==> src/rtl/a_seq_tx_if.sv <==
// Command, line and status bundle between a command source and a_seq_tx.
// The slave modport is the transmitter's view of the bundle; the master modport is the command source's view.
interface a_seq_tx_if;
    logic       cmd_valid_i;
    logic       cmd_ready_o;
    logic [7:0] cmd_cnt_i;
    logic       A_o;
    logic       K1_i;
    logic       K2_i;
    logic       busy_o;
    logic       done_o;
    logic       k2_miss_o;
    logic       k1_tmo_o;
    logic [7:0] ok_cnt_o;

    modport slave (
        input  cmd_valid_i, cmd_cnt_i, K1_i, K2_i,
        output cmd_ready_o, A_o, busy_o, done_o, k2_miss_o, k1_tmo_o, ok_cnt_o
    );

    modport master (
        output cmd_valid_i, cmd_cnt_i, K1_i, K2_i,
        input  cmd_ready_o, A_o, busy_o, done_o, k2_miss_o, k1_tmo_o, ok_cnt_o
    );
endinterface

==> src/rtl/a_seq_tx.sv <==
// Frame transmitter for the A/K1/K2 handshake: sends rise-fall-rise-fall frames and checks the responder.
// Define A_SEQ_TX_CHECK_EN to enable K1/K2 checking with a K1 timeout; otherwise frames end in a fixed low phase.
module a_seq_tx #(
    parameter int unsigned HI_CYC  = 2,
    parameter int unsigned LO_CYC  = 2,
    parameter int unsigned GAP_CYC = 4,
    parameter int unsigned TMO_CYC = 64
) (
    input  logic        clk_i,
    input  logic        rst,
    a_seq_tx_if.slave   bus
);

    typedef enum logic [2:0] {IDLE, H1, L1, H2, WAIT, GAP, DONE} state_t;

`ifdef A_SEQ_TX_CHECK_EN
    localparam logic [7:0] WAIT_LEN = 8'(TMO_CYC);
`else
    localparam logic [7:0] WAIT_LEN = 8'(LO_CYC);
`endif

    state_t     state;
    logic [7:0] phase_cnt;
    logic [7:0] frames_left;
    logic       last_phase;
    logic       wait_exit;
    logic       a_line;
    logic       ready;
    logic       busy;
    logic       done;
    logic       k2_miss;
    logic       k1_tmo;
    logic [7:0] ok_cnt;

    function automatic logic [7:0] sat_inc(input logic [7:0] v);
        return (v == 8'hFF) ? v : v + 8'd1;
    endfunction

    assign last_phase = (phase_cnt == 8'd1);

`ifdef A_SEQ_TX_CHECK_EN
    logic k2_seen;
    logic k2_now;
    // K2 in the exiting WAIT cycle still counts for this frame.
    assign k2_now    = k2_seen | bus.K2_i;
    assign wait_exit = bus.K1_i | last_phase;
`else
    logic unused_k;
    assign unused_k  = bus.K1_i | bus.K2_i;
    assign wait_exit = last_phase;
`endif

    always_ff @(posedge clk_i) begin
        if (rst) begin
            state   <= IDLE;
            a_line  <= 1'b0;
            ready   <= 1'b1;
            busy    <= 1'b0;
            done    <= 1'b0;
            k2_miss <= 1'b0;
            k1_tmo  <= 1'b0;
            ok_cnt  <= 8'd0;
        end else begin
            case (state)
                IDLE: begin
                    if (bus.cmd_valid_i && ready) begin
                        frames_left <= (bus.cmd_cnt_i == 8'd0) ? 8'd1 : bus.cmd_cnt_i;
                        k2_miss     <= 1'b0;
                        k1_tmo      <= 1'b0;
                        ok_cnt      <= 8'd0;
                        ready       <= 1'b0;
                        busy        <= 1'b1;
                        a_line      <= 1'b1;
                        phase_cnt   <= 8'(HI_CYC);
                        state       <= H1;
                    end
                end
                H1: begin
                    if (last_phase) begin
                        a_line    <= 1'b0;
                        phase_cnt <= 8'(LO_CYC);
                        state     <= L1;
                    end else begin
                        phase_cnt <= phase_cnt - 8'd1;
                    end
                end
                L1: begin
                    if (last_phase) begin
                        a_line    <= 1'b1;
                        phase_cnt <= 8'(HI_CYC);
                        state     <= H2;
`ifdef A_SEQ_TX_CHECK_EN
                        k2_seen   <= 1'b0;
`endif
                    end else begin
                        phase_cnt <= phase_cnt - 8'd1;
                    end
                end
                H2: begin
`ifdef A_SEQ_TX_CHECK_EN
                    if (bus.K2_i) k2_seen <= 1'b1;
`endif
                    if (last_phase) begin
                        a_line    <= 1'b0;
                        phase_cnt <= WAIT_LEN;
                        state     <= WAIT;
                    end else begin
                        phase_cnt <= phase_cnt - 8'd1;
                    end
                end
                WAIT: begin
                    if (wait_exit) begin
`ifdef A_SEQ_TX_CHECK_EN
                        if (!k2_now)              k2_miss <= 1'b1;
                        if (!bus.K1_i)            k1_tmo  <= 1'b1;
                        if (k2_now && bus.K1_i)   ok_cnt  <= sat_inc(ok_cnt);
`else
                        ok_cnt <= sat_inc(ok_cnt);
`endif
                        if (frames_left > 8'd1) begin
                            frames_left <= frames_left - 8'd1;
                            phase_cnt   <= 8'(GAP_CYC);
                            state       <= GAP;
                        end else begin
                            done  <= 1'b1;
                            state <= DONE;
                        end
                    end else begin
`ifdef A_SEQ_TX_CHECK_EN
                        if (bus.K2_i) k2_seen <= 1'b1;
`endif
                        phase_cnt <= phase_cnt - 8'd1;
                    end
                end
                GAP: begin
                    if (last_phase) begin
                        a_line    <= 1'b1;
                        phase_cnt <= 8'(HI_CYC);
                        state     <= H1;
                    end else begin
                        phase_cnt <= phase_cnt - 8'd1;
                    end
                end
                DONE: begin
                    done  <= 1'b0;
                    ready <= 1'b1;
                    busy  <= 1'b0;
                    state <= IDLE;
                end
                default: state <= IDLE;
            endcase
        end
    end

    assign bus.A_o         = a_line;
    assign bus.cmd_ready_o = ready;
    assign bus.busy_o      = busy;
    assign bus.done_o      = done;
    assign bus.k2_miss_o   = k2_miss;
    assign bus.k1_tmo_o    = k1_tmo;
    assign bus.ok_cnt_o    = ok_cnt;

endmodule
==> src/flat_wrapper.sv <==
// flat-port wrapper written by rule: the top's interface ports become plain ports
module a_seq_tx_flat 
#(
    parameter int unsigned HI_CYC  = 2,
    parameter int unsigned LO_CYC  = 2,
    parameter int unsigned GAP_CYC = 4,
    parameter int unsigned TMO_CYC = 64
)
  (clk_i, rst, bus_cmd_valid_i, bus_cmd_cnt_i, bus_K1_i, bus_K2_i, bus_cmd_ready_o, bus_A_o, bus_busy_o, bus_done_o, bus_k2_miss_o, bus_k1_tmo_o, bus_ok_cnt_o);
  a_seq_tx_if bus_i ();
  input  logic clk_i;
  input  logic rst;
  input wire logic [$bits(bus_i.cmd_valid_i)-1:0] bus_cmd_valid_i;
  input wire logic [$bits(bus_i.cmd_cnt_i)-1:0] bus_cmd_cnt_i;
  input wire logic [$bits(bus_i.K1_i)-1:0] bus_K1_i;
  input wire logic [$bits(bus_i.K2_i)-1:0] bus_K2_i;
  output wire logic [$bits(bus_i.cmd_ready_o)-1:0] bus_cmd_ready_o;
  output wire logic [$bits(bus_i.A_o)-1:0] bus_A_o;
  output wire logic [$bits(bus_i.busy_o)-1:0] bus_busy_o;
  output wire logic [$bits(bus_i.done_o)-1:0] bus_done_o;
  output wire logic [$bits(bus_i.k2_miss_o)-1:0] bus_k2_miss_o;
  output wire logic [$bits(bus_i.k1_tmo_o)-1:0] bus_k1_tmo_o;
  output wire logic [$bits(bus_i.ok_cnt_o)-1:0] bus_ok_cnt_o;
  assign bus_i.cmd_valid_i = bus_cmd_valid_i;
  assign bus_i.cmd_cnt_i = bus_cmd_cnt_i;
  assign bus_i.K1_i = bus_K1_i;
  assign bus_i.K2_i = bus_K2_i;
  assign bus_cmd_ready_o = bus_i.cmd_ready_o;
  assign bus_A_o = bus_i.A_o;
  assign bus_busy_o = bus_i.busy_o;
  assign bus_done_o = bus_i.done_o;
  assign bus_k2_miss_o = bus_i.k2_miss_o;
  assign bus_k1_tmo_o = bus_i.k1_tmo_o;
  assign bus_ok_cnt_o = bus_i.ok_cnt_o;
  a_seq_tx #(.HI_CYC(HI_CYC), .LO_CYC(LO_CYC), .GAP_CYC(GAP_CYC), .TMO_CYC(TMO_CYC)) u_core (.clk_i(clk_i), .rst(rst), .bus(bus_i));
endmodule
==> config.mk <==
export PLATFORM = sky130hd
export DESIGN_NAME = a_seq_tx_flat
export DESIGN_NICKNAME = d
export VERILOG_FILES = /design/src/rtl/a_seq_tx_if.sv /design/src/rtl/a_seq_tx.sv /design/src/flat_wrapper.sv
export SDC_FILE = /design/constraint.sdc
export NUM_CORES = 1
export LEC_CHECK = 0
export ABC_AREA = 1
export BUFFER_PORTS_ARGS = -buffer_cell sky130_fd_sc_hd__buf_2
export CAP_MARGIN = 20
export CORE_UTILIZATION = 55
export CTS_CLUSTER_SIZE = 40
export DETAILED_ROUTE_END_ITERATION = 10
export GPL_TIMING_DRIVEN = 0
export PLACE_DENSITY = 0.83
export SLEW_MARGIN = 20
export SYNTH_ARGS = -nofsm -noshare
export SYNTH_HDL_FRONTEND = slang
export SYNTH_SLANG_ARGS = --single-unit
==> constraint.sdc <==
create_clock -name clk_i -period 3.15 [get_ports clk_i]
set_clock_uncertainty 0.15 [all_clocks]
set_input_delay 0.63 -clock clk_i [delete_from_list [all_inputs] [get_ports clk_i]]
set_output_delay 0.63 -clock clk_i [all_outputs]
set_load 0.01 [all_outputs]
==> metrics.txt <==
die width=61.1 µm; area growth from synthesis to layout=11.8%; leakage=between 0.9 and 1 nW; final core occ=approximately 64%; Clk Latency, worst-skew pair=between 0.3 and 0.4 ns; via density per instance=5.17; Post-DP Area=approximately 2100 µm²; Worst Hold Class=flip-flop to flip-flop; Period Utilization, post-route=72.6%; max-slew violations=0; layout cell share with drive strength beyond 1=19.3%; Post-CTS Setup Bufs=0; sequential share of the synthesized area=between 40% and 50%; max cap viols=0; DR vias=1711; drt pass-1 iters=4; hold buffers post-CTS=0; Die Y=61.1 µm; PortBufs=21; crit path max fanout=8; Syn Area/Cell=7.54 µm²; crit path cell chain=inv_1 > ha_1 > nor2_1 > nor3_1 > nand3_1 > nand3_1 > a21oi_1; GRT overflow=0; Worst EP arrival=~2.1 ns; delay-heaviest family, CP=compound AO/OA/AOI/OAI gates; CTS tree=built; Netlist cell types=34; Ports=27; Final WS setup=0.864 ns; Final nets=302; initial antenna violation count=0; number of global-route vias before repair=around 1500; largest net degree at the start of global routing=11; Final Instance Area=2150 µm²; post-cts sizing count=0; post-synthesis cell count=~260; Critical Path RT=just under 3 ns; placeable core area=3340 µm²; Power Dens Cells=780 nW/µm²; Final GP Congestion=0.807; final wirelength=3.73 mm; H-tree Lvls=2; maximum vdd ir drop=0.456 mV; slowest CP cell=a21oi_1; # DRC=0; Initial Util=between 50 and 60%; Yosys warnings=0; clk sinks=31; Worst Path Buf+Inv=1; RSZ-0062 raised after global routing=no; biggest area consumer among synthesized cells=edfxtp_1; FP Rows=21; drt wl/cell=about 11 µm; total CTS buffers=5; Yosys reg bits=31; first-pass GRT wire length=around 6.4 mm; crit start category=flip-flop; antenna viol nets, final=0; n_diodes=0; Final HPWL DP=2.83 mm; Critical Path Most Common Cell=nand3_1; status=complete, no violations; starting DRC count in detailed routing=61; Reg clk slew, reported paths=0.09 ns; CTS root buf=clkbuf_4; TNS Setup=0 ns; min Tclk post-route=2.29 ns; Crit Path Class=flip-flop to flip-flop; pre-CTS setup slack=0.755 ns; CP max stage delay=just over 0.6 ns; final hold violations=0; Synth Cell Area=1920 µm²; die area=3730 µm²; Max clock buf depth=2; Fillers=314; Finished Layout Cells=approximately 330; FMAX=437 MHz; GRT Overall Usage=about a quarter; slew margin rel.=approximately 48%; top cells by area, synth=edfxtp_1, dfxtp_1, nand2_1; crit end category=flip-flop; Inst Count DP=323; Finish-stage setup viols=0; area share of the largest cell type after synthesis=25.0%; Worst Max-Slew Pin Slew=0.787 ns
layer usage:
metal | wire length [µm] | up-vias | GRT usage [%]
met2 | 1710 | 40 | 38.2
met1 | 1770 | 784 | 28.1
met3 | 190 | 5 | 6.51
met4 | 58 | 0 | 12.7
met5 | 0 | - | 0
li1 | - | 882 | -
per-stage QoR:
stage	hold WS [ns]	power, W
3_3_place_gp	0.295	0.00141
4_1_cts	0.313	0.00168
5_1_grt	0.373	0.00182
2_1_floorplan	0.331	0.00127
3_5_place_dp	0.299	0.00143
6_report	0.307	0.00168
kinds of logic after synthesis:
family	synth area share [%]
simple gates	33.1
flops	40.6
fa+ha+maj	3.26
other cells	0.195
compound gates	9.96
xor+xnor	4.10
buf+inv	8.72
sequential cells by signal (all words and copies together) (netlist names):
name                    cells
u_core.phase_cnt            8
u_core.bus.busy_o           1
u_core.bus.done_o           1
u_core.bus.cmd_ready_o      1
u_core.state                3
u_core.bus.A_o              1
u_core.frames_left          8
u_core.bus.ok_cnt_o         8
worst paths after layout:
path	from	to	slack, ns	cells past startpoint
hold / removal	u_core.bus.done_o$_SDFFE_PP0P_	u_core.bus.done_o$_SDFFE_PP0P_	0.31	2
setup reg to reg	u_core.frames_left[0]$_DFFE_PP_	u_core.frames_left[3]$_DFFE_PP_	0.86	7
hold reg to reg	u_core.bus.done_o$_SDFFE_PP0P_	u_core.bus.done_o$_SDFFE_PP0P_	0.31	2
setup / recovery	u_core.frames_left[0]$_DFFE_PP_	u_core.frames_left[3]$_DFFE_PP_	0.86	7
layout by cell type (no fill, tap or decap):
cell	netlist	layout
nand2_4	1	1
o21ai_1	1	1
a21oi_1	9	9
nand2_2	5	5
inv_4	2	2
nor2_8	1	1
a21boi_0	1	1
a21oi_2	5	5
clkbuf_4	0	5
clkbuf_1	1	2
a31oi_1	3	3
nand3b_1	2	2
o22ai_1	1	1
nor3_1	7	7
buf_6	1	1
ha_1	5	5
xor2_1	5	5
inv_1	29	29
xnor2_1	4	4
o21ai_0	7	7
buf_2	1	22
edfxtp_1	16	16
nand4_1	4	4
buf_4	2	2
clkinv_2	0	1
a22oi_1	1	1
nand2_1	59	59
nor2_1	40	40
nor2_4	4	4
nand3_1	14	14
o21bai_1	2	2
inv_2	3	3
clkbuf_8	0	1
o31ai_1	1	1
dfxtp_1	15	15
nor2_2	2	2
conb_1	1	2
where the power goes:
group | leakage, nW | switching [W] | internal, W
Combinational | 0.607 | 0.000472 | 0.000263
Sequential | 0.273 | 0.000106 | 0.000584
Clock | 0.0353 | 0.000142 | 0.000108
Total | 0.915 | 0.000720 | 0.000955
cells in the mapped netlist (all sizes together):
cell type	n
inv	34
o21ai	8
ha	5
xor2	5
nor2	47
clkbuf	1
a22oi	1
a21oi	14
nand2	65
a31oi	3
nand3b	2
buf	4
nand4	4
a21boi	1
xnor2	4
edfxtp	16
o22ai	1
conb	1
o31ai	1
o21bai	2
nor3	7
dfxtp	15
nand3	14
final cells by class:
cell class              count  area (µm²)  share of cell area, %
clock inverters             1        5.00                  0.233
flip-flops and latches     31         781                   36.3
well taps                  46        57.6                   2.68
plain buffers               5        35.0                   1.63
inverters                  34         133                   6.17
repair buffers             21         105                   4.89
multi-input cells         186         977                   45.5
clock buffers               7        55.1                   2.56
tightest hold or removal path: cells and delay by family, from the launching register on:
kind	cells	cell delay [ns]
DFF	1	0.31
AOI/OAI and AO/OA	1	0.06
buffers and inverters	1	0.04
Power figures use the tool's default switching activity.
